**src/rtl/sat_assignment_search_if.sv**
```systemverilog
`default_nettype none
// ============================================================================
// Interface     : sat_assignment_search_if
// Description   : Command / evaluator / status bundle for the SAT assignment
//                 search controller.
//                 master : host side, drives commands and the evaluator
//                          result, observes candidate and status.
//                 slave  : the search controller itself.
// Signals       : start, next, abort   - host commands
//                 sat_in                - evaluator result for assign_out
//                 assign_out [N-1:0]    - candidate driven to the evaluator
//                 busy, done, found     - status levels
//                 solution [N-1:0]      - last satisfying assignment
//                 tried [N:0]           - candidates evaluated since start
// Revision      : 1.0 - initial release
// ============================================================================
interface sat_assignment_search_if #(
  parameter int N = 3
);
  logic         start;
  logic         next;
  logic         abort;
  logic         sat_in;
  logic [N-1:0] assign_out;
  logic         busy;
  logic         done;
  logic         found;
  logic [N-1:0] solution;
  logic [N:0]   tried;

  modport master (
    output start, next, abort, sat_in,
    input  assign_out, busy, done, found, solution, tried
  );

  modport slave (
    input  start, next, abort, sat_in,
    output assign_out, busy, done, found, solution, tried
  );
endinterface
`default_nettype wire

```
**src/rtl/sat_assignment_search.sv**
```systemverilog
`default_nettype none
// ============================================================================
// Module        : sat_assignment_search
// Description   : Enumerates all 2^N variable assignments in ascending order,
//                 presenting each to a 3SAT evaluator for LAT+1 cycles and
//                 sampling its result on the last of them. Stops on the first
//                 satisfying assignment, holds it, and resumes from
//                 solution+1 on request.
// Ports         : clk   - system clock, rising edge
//                 rst_n - synchronous active-low reset
//                 bus   - sat_assignment_search_if.slave (commands, evaluator
//                         handshake and status outputs)
// Parameters    : N   - number of formula variables
//                 LAT - evaluator latency in cycles
// Revision      : 1.0 - initial release
// ============================================================================
module sat_assignment_search #(
  parameter int N   = 3,
  parameter int LAT = 0
) (
  input  logic                    clk,
  input  logic                    rst_n,
  sat_assignment_search_if.slave  bus
);

  // Wait counter must hold 0..LAT; keep at least one bit when LAT is 0.
  localparam int               c_WW        = (LAT > 0) ? $clog2(LAT + 1) : 1;
  localparam logic [c_WW-1:0]  c_LAT       = c_WW'(LAT);
  localparam logic [c_WW-1:0]  c_WAIT_ONE  = c_WW'(1);
  localparam logic [N-1:0]     c_CAND_MAX  = '1;
  localparam logic [N-1:0]     c_CAND_ONE  = N'(1);
  localparam logic [N:0]       c_TRIED_ONE = (N + 1)'(1);

  localparam logic [1:0] c_S_IDLE      = 2'd0;
  localparam logic [1:0] c_S_SEARCH    = 2'd1;
  localparam logic [1:0] c_S_FOUND     = 2'd2;
  localparam logic [1:0] c_S_EXHAUSTED = 2'd3;

  logic [1:0]      r_state,    w_state_nxt;
  logic [N-1:0]    r_cand,     w_cand_nxt;
  logic [c_WW-1:0] r_wait,     w_wait_nxt;
  logic [N-1:0]    r_solution, w_solution_nxt;
  logic [N:0]      r_tried,    w_tried_nxt;

  // --------------------------------------------------------------------------
  // State register
  // --------------------------------------------------------------------------
  always_ff @(posedge clk) begin
    if (!rst_n) begin
      r_state    <= c_S_IDLE;
      r_cand     <= '0;
      r_wait     <= '0;
      r_solution <= '0;
      r_tried    <= '0;
    end else begin
      r_state    <= w_state_nxt;
      r_cand     <= w_cand_nxt;
      r_wait     <= w_wait_nxt;
      r_solution <= w_solution_nxt;
      r_tried    <= w_tried_nxt;
    end
  end

  // --------------------------------------------------------------------------
  // Next-state logic. Command priority: abort > start > next.
  // --------------------------------------------------------------------------
  always_comb begin
    w_state_nxt    = r_state;
    w_cand_nxt     = r_cand;
    w_wait_nxt     = r_wait;
    w_solution_nxt = r_solution;
    w_tried_nxt    = r_tried;

    if (bus.abort) begin
      // solution and tried stay frozen for inspection after an abort
      w_state_nxt = c_S_IDLE;
      w_cand_nxt  = '0;
      w_wait_nxt  = '0;
    end else begin
      case (r_state)
        c_S_IDLE, c_S_EXHAUSTED: begin
          if (bus.start) begin
            w_state_nxt    = c_S_SEARCH;
            w_cand_nxt     = '0;
            w_wait_nxt     = '0;
            w_solution_nxt = '0;
            w_tried_nxt    = '0;
          end
        end

        c_S_SEARCH: begin
          if (r_wait == c_LAT) begin
            // Sample cycle: the evaluator output now reflects r_cand.
            w_tried_nxt = r_tried + c_TRIED_ONE;
            if (bus.sat_in) begin
              w_state_nxt    = c_S_FOUND;
              w_solution_nxt = r_cand;
            end else if (r_cand == c_CAND_MAX) begin
              w_state_nxt = c_S_EXHAUSTED;
            end else begin
              w_cand_nxt = r_cand + c_CAND_ONE;
              w_wait_nxt = '0;
            end
          end else begin
            w_wait_nxt = r_wait + c_WAIT_ONE;
          end
        end

        c_S_FOUND: begin
          if (bus.start) begin
            w_state_nxt    = c_S_SEARCH;
            w_cand_nxt     = '0;
            w_wait_nxt     = '0;
            w_solution_nxt = '0;
            w_tried_nxt    = '0;
          end else if (bus.next) begin
            // The last assignment has no successor; avoid wrapping to 0.
            if (r_solution == c_CAND_MAX) begin
              w_state_nxt = c_S_EXHAUSTED;
            end else begin
              w_state_nxt = c_S_SEARCH;
              w_cand_nxt  = r_solution + c_CAND_ONE;
              w_wait_nxt  = '0;
            end
          end
        end

        default: begin
          w_state_nxt = c_S_IDLE;
        end
      endcase
    end
  end

  // --------------------------------------------------------------------------
  // Output decode, purely from registered state (no path from sat_in).
  // --------------------------------------------------------------------------
  always_comb begin
    bus.assign_out = '0;
    bus.busy       = 1'b0;
    bus.done       = 1'b0;
    bus.found      = 1'b0;
    case (r_state)
      c_S_SEARCH: begin
        bus.assign_out = r_cand;
        bus.busy       = 1'b1;
      end
      c_S_FOUND: begin
        bus.assign_out = r_solution;
        bus.done       = 1'b1;
        bus.found      = 1'b1;
      end
      c_S_EXHAUSTED: begin
        bus.done = 1'b1;
      end
      default: begin
        bus.assign_out = '0;
      end
    endcase
  end

  assign bus.solution = r_solution;
  assign bus.tried    = r_tried;

endmodule
`default_nettype wire

```
**src/flat_wrapper.sv**
```systemverilog
// flat-port wrapper written by rule: the top's interface ports become plain ports
module sat_assignment_search_flat 
#(
  parameter int N   = 3,
  parameter int LAT = 0
)
  (clk, rst_n, bus_start, bus_next, bus_abort, bus_sat_in, bus_assign_out, bus_busy, bus_done, bus_found, bus_solution, bus_tried);
  sat_assignment_search_if #(.N(N)) bus_i ();
  input  logic clk;
  input  logic rst_n;
  input wire logic [$bits(bus_i.start)-1:0] bus_start;
  input wire logic [$bits(bus_i.next)-1:0] bus_next;
  input wire logic [$bits(bus_i.abort)-1:0] bus_abort;
  input wire logic [$bits(bus_i.sat_in)-1:0] bus_sat_in;
  output wire logic [$bits(bus_i.assign_out)-1:0] bus_assign_out;
  output wire logic [$bits(bus_i.busy)-1:0] bus_busy;
  output wire logic [$bits(bus_i.done)-1:0] bus_done;
  output wire logic [$bits(bus_i.found)-1:0] bus_found;
  output wire logic [$bits(bus_i.solution)-1:0] bus_solution;
  output wire logic [$bits(bus_i.tried)-1:0] bus_tried;
  assign bus_i.start = bus_start;
  assign bus_i.next = bus_next;
  assign bus_i.abort = bus_abort;
  assign bus_i.sat_in = bus_sat_in;
  assign bus_assign_out = bus_i.assign_out;
  assign bus_busy = bus_i.busy;
  assign bus_done = bus_i.done;
  assign bus_found = bus_i.found;
  assign bus_solution = bus_i.solution;
  assign bus_tried = bus_i.tried;
  sat_assignment_search #(.N(N), .LAT(LAT)) u_core (.clk(clk), .rst_n(rst_n), .bus(bus_i));
endmodule
```
**config.mk**
```make
export PLATFORM = sky130hd
export DESIGN_NAME = sat_assignment_search_flat
export DESIGN_NICKNAME = d
export VERILOG_FILES = /design/src/rtl/sat_assignment_search_if.sv /design/src/rtl/sat_assignment_search.sv /design/src/flat_wrapper.sv
export SDC_FILE = /design/constraint.sdc
export NUM_CORES = 1
export LEC_CHECK = 0
export CORE_MARGIN = 5
export CORE_UTILIZATION = 45
export CTS_BUF_LIST = sky130_fd_sc_hd__clkbuf_16
export DETAILED_ROUTE_END_ITERATION = 12
export PLACE_DENSITY = 0.79
export SLEW_MARGIN = 20
export SYNTH_ARGS = -nofsm -noshare
export SYNTH_HDL_FRONTEND = slang
export SYNTH_SLANG_ARGS = --single-unit
```
**constraint.sdc**
```tcl
create_clock -name clk -period 2.1 [get_ports clk]
set_input_delay 0.525 -clock clk [delete_from_list [all_inputs] [get_ports clk]]
set_output_delay 0.525 -clock clk [all_outputs]
set_load 0.005 [all_outputs]
```
==> results.md <==
- Outcome: finished clean
- Vias: 730
- Simple logic cell fraction of the synthesized area: 0.237
- Share of post-route cells with drive strength above 1: 0.142
- Initial antenna violation count: 0
- Max-slew violation count: 0
- Avg WL per Cell: 14.6 microns
- Internal power consumption: 0.514 mW
- GR Util met2: 0.266
- Mapped Area: 769 sq um
- Accumulated negative setup slack: 0 ps
- # rows: 15
- Pwr dens: 587 nW/um^2
- M3 GR Usage: 0.0321
- Maximum fanout encountered on the critical timing path: 6
- Clock sinks: 12
- Critical path startpoint category: register
- RSZ-0062 raised after global routing: no
- Switch Pwr: 0.132 mW
- Number of warnings printed during yosys synthesis: 0
- Largest family of logic cells by synthesized area: simple AND/OR/NAND/NOR gates
- Clock latency of the later-clocked register in the worst-skew pair: 240 ps
- Net count after synthesis: 105
- Met1 routing resource usage after global routing: 0.182
- Gate count of the mapped netlist: 90
- Peak per-stage delay on the critical path: 500 ps
- DRC violation count after routing: 0
- Max Root-Sink Buffers: 2
- P_leak: 0.453 nW
- # diodes: 0
- Final cycle utilization of the critical path: 0.971
- Number of distinct standard cells referenced by the synthesized netlist: 27
- Switching Fraction: 0.204
- Total wire length: 1.90 mm
- Overall routing resource usage: 0.155
- Pre-CTS setup slack: 0.728 ps
- Area fraction in compound gates after synthesis: 0.226
- Worst EP required: 1570 ps
- Final number of setup-violating endpoints: 0
- Largest voltage drop on the vdd net: 0.000469 V
- Portion of netlist area occupied by mux cells: 0.0537
- Vias in the first global route: 695
- Area overhead of the layout relative to synthesis: 42.9%
- Post-synthesis area per instance: 8.55 sq um
- Fin Clk Skew: 2.17 ps
- Power share of the combinational group: 0.103
- Number of register bits inferred by synthesis: 12
- Floorplan core area: 1670 sq um
- Remaining antenna violation count: 0
- First-pass GRT wire length: 3.11 mm
- Worst hold slack across all endpoints: 491 ps
- Clock-pin slew of the registers on the worst-case setup and hold paths: 40 ps
- 1st-pass router iterations: 4
- Post-synthesis adder-cell area fraction: 0.146
- Starting density of the core: 0.461
- Remaining global-route overflow: 0
- Highest achievable clock rate: 0.491 GHz
- Power after layout: 0.646 mW
- Max-capacitance violation count: 0
- Last weighted congestion value of the routability-driven placer: 0.952
- Clock network power share: 0.535
- Crit. End Element: output port
- Sequence of cells on the critical path: inv_2 -> ha_4 -> nor2_1 -> clkdlybuf4s50_1
- 1st-iter DRT viols: 17
- Power share of the sequential group: 0.362
- Data arrival time of the worst path: 1510 ps
- Class of the most critical setup path: reg2out
- Class of the tightest hold or removal check: reg2reg
- H-tree Lvls: 1
- Maximum number of pins on one net before global-route repair: 14
- Sequential fraction of the synthesis area: 0.312
- Final worst-path setup slack: 61.9 ps
- Max-slew headroom: 0.676
- CTS tree: done
- Min cycle time layout: 2040 ps
- Detailed placer's ending HPWL: 1.44 mm
- Die Width: 51.4 microns
- Port Buffers: 18
- Slowest stage cell, crit path: clkdlybuf4s50_1
- Average via count per standard cell: 5.62
- Fin. Hold Viols: 0
- Root buffer cell: clkbuf_16
- IO Count: 19
- Number of CTS-inserted buffers: 3
- Die Y: 51.4 microns
- Least-Margin Pin Slew: 482 ps
- Number of nets in the finished design: 129
- Top Usage Layer GRT: met2
- Xor/xnor cell area share of the yosys netlist: 0
- Die ar.: 2640 sq um
## through the flow
| step | instances | area [sq um] | utilization |
|---|---|---|---|
| CTS | 129 | 1070 | 0.642 |
| detailed placement | 125 | 978 | 0.586 |
| global placement | 125 | 978 | 0.586 |
| finish | 130 | 1100 | 0.658 |
| floorplan | 90 | 769 | - |
| global route | 130 | 1100 | 0.658 |
## flip-flops by register name, indices dropped and copies added, names as in the netlist
register	cells
u_core.bus.tried	4
u_core.bus.solution	3
u_core.r_cand	3
u_core.r_state	2
## power by group through the flow
stage	clock network, mW	registers [mW]	logic, mW
3_3_place_gp	0	0.237	0.0608
2_1_floorplan	0	0.237	0.0355
6_report	0.345	0.234	0.0668
3_5_place_dp	0	0.238	0.0604
5_1_grt	0.368	0.234	0.0725
4_1_cts	0.350	0.234	0.0632
## cells in the mapped netlist
cell type  count  area, sq um
a21boi_0       3         22.5
a21o_1         1         7.51
a21oi_1        3         15.0
a222oi_1       1         10.0
a22o_1         2         17.5
a22oi_1        4         30.0
a32oi_1        1         8.76
and2_2         1         7.51
clkbuf_1       2         7.51
dfxtp_1       12          240
ha_1           9          113
inv_1          3         11.3
mux2_2         1         11.3
mux2i_1        3         30.0
nand2_1        6         22.5
nand2b_1       2         12.5
nand3_1        5         25.0
nand4_1        2         12.5
nor2_1         7         26.3
nor2b_1        7         43.8
nor2b_4        1         13.8
nor3_1         1         5.00
nor3b_1        1         7.51
o21a_1         2         15.0
o21ai_0        8         40.0
o21bai_1       1         7.51
or2_2          1         6.26
## worst max-delay path, delay by kind of cell, from the launching register on
family,cells,cell delay (ps)
and+or+nand+nor,1,100
adders and majority gates,1,250
buffers and inverters,2,550
DFF,1,370
## layer usage
metal,vias up,wire length (microns)
met5,-,0
met3,5,94
met2,21,936
met1,334,828
li1,370,-
met4,0,36
## repair_timing
action                                  CTS  global route
resized for setup                         6             5
hold buffers                              0             0
buffers inserted                          0             1
endpoints found under the setup margin    4             2
## cell usage in the layout (no fill, tap or decap), drive strengths merged
cell type,instances
and2,1
nand2b,2
nand4,2
buf,3
or2,1
dlymetal6s2s,1
a21oi,3
dfxtp,12
mux2,1
clkinv,1
mux2i,3
nor2b,8
a32oi,1
clkbuf,3
nor3,1
dlygate4sd2,2
a21o,1
a22o,2
nor3b,1
a21boi,3
o21a,2
a22oi,4
clkdlybuf4s50,15
a222oi,1
o21bai,1
inv,3
nand2,6
nor2,7
nand3,5
ha,9
o21ai,8
## cell families (layout without fill, tap and decap cells)
kind of cell | after synthesis | count (layout)
adders and majority gates | 9 | 9
buffers and inverters | 5 | 28
DFF | 12 | 12
muxes | 4 | 4
AOI/OAI and AO/OA | 26 | 26
and+or+nand+nor | 34 | 34
## worst paths after layout
path / start / endpoint / slack (ps) / cells past startpoint
hold / removal: u_core.r_state[1] / u_core.r_state[1] / 490 / 2
setup / recovery: u_core.r_state[0] / bus_assign_out[2] / 60 / 4
setup reg to reg: u_core.r_state[0] / u_core.r_cand[0] / 270 / 6
hold reg to reg: u_core.r_state[1] / u_core.r_state[1] / 490 / 2
## final cells by class
cell class,instances,area [sq um]
multi-input combinational,73,541
timing repair buffer,21,203
clock inverter,1,3.75
clock buffer,3,75.1
sequential,12,245
fill,144,571
inverter,3,11.3
tap,17,21.3
Power figures use the tool's default switching activity.
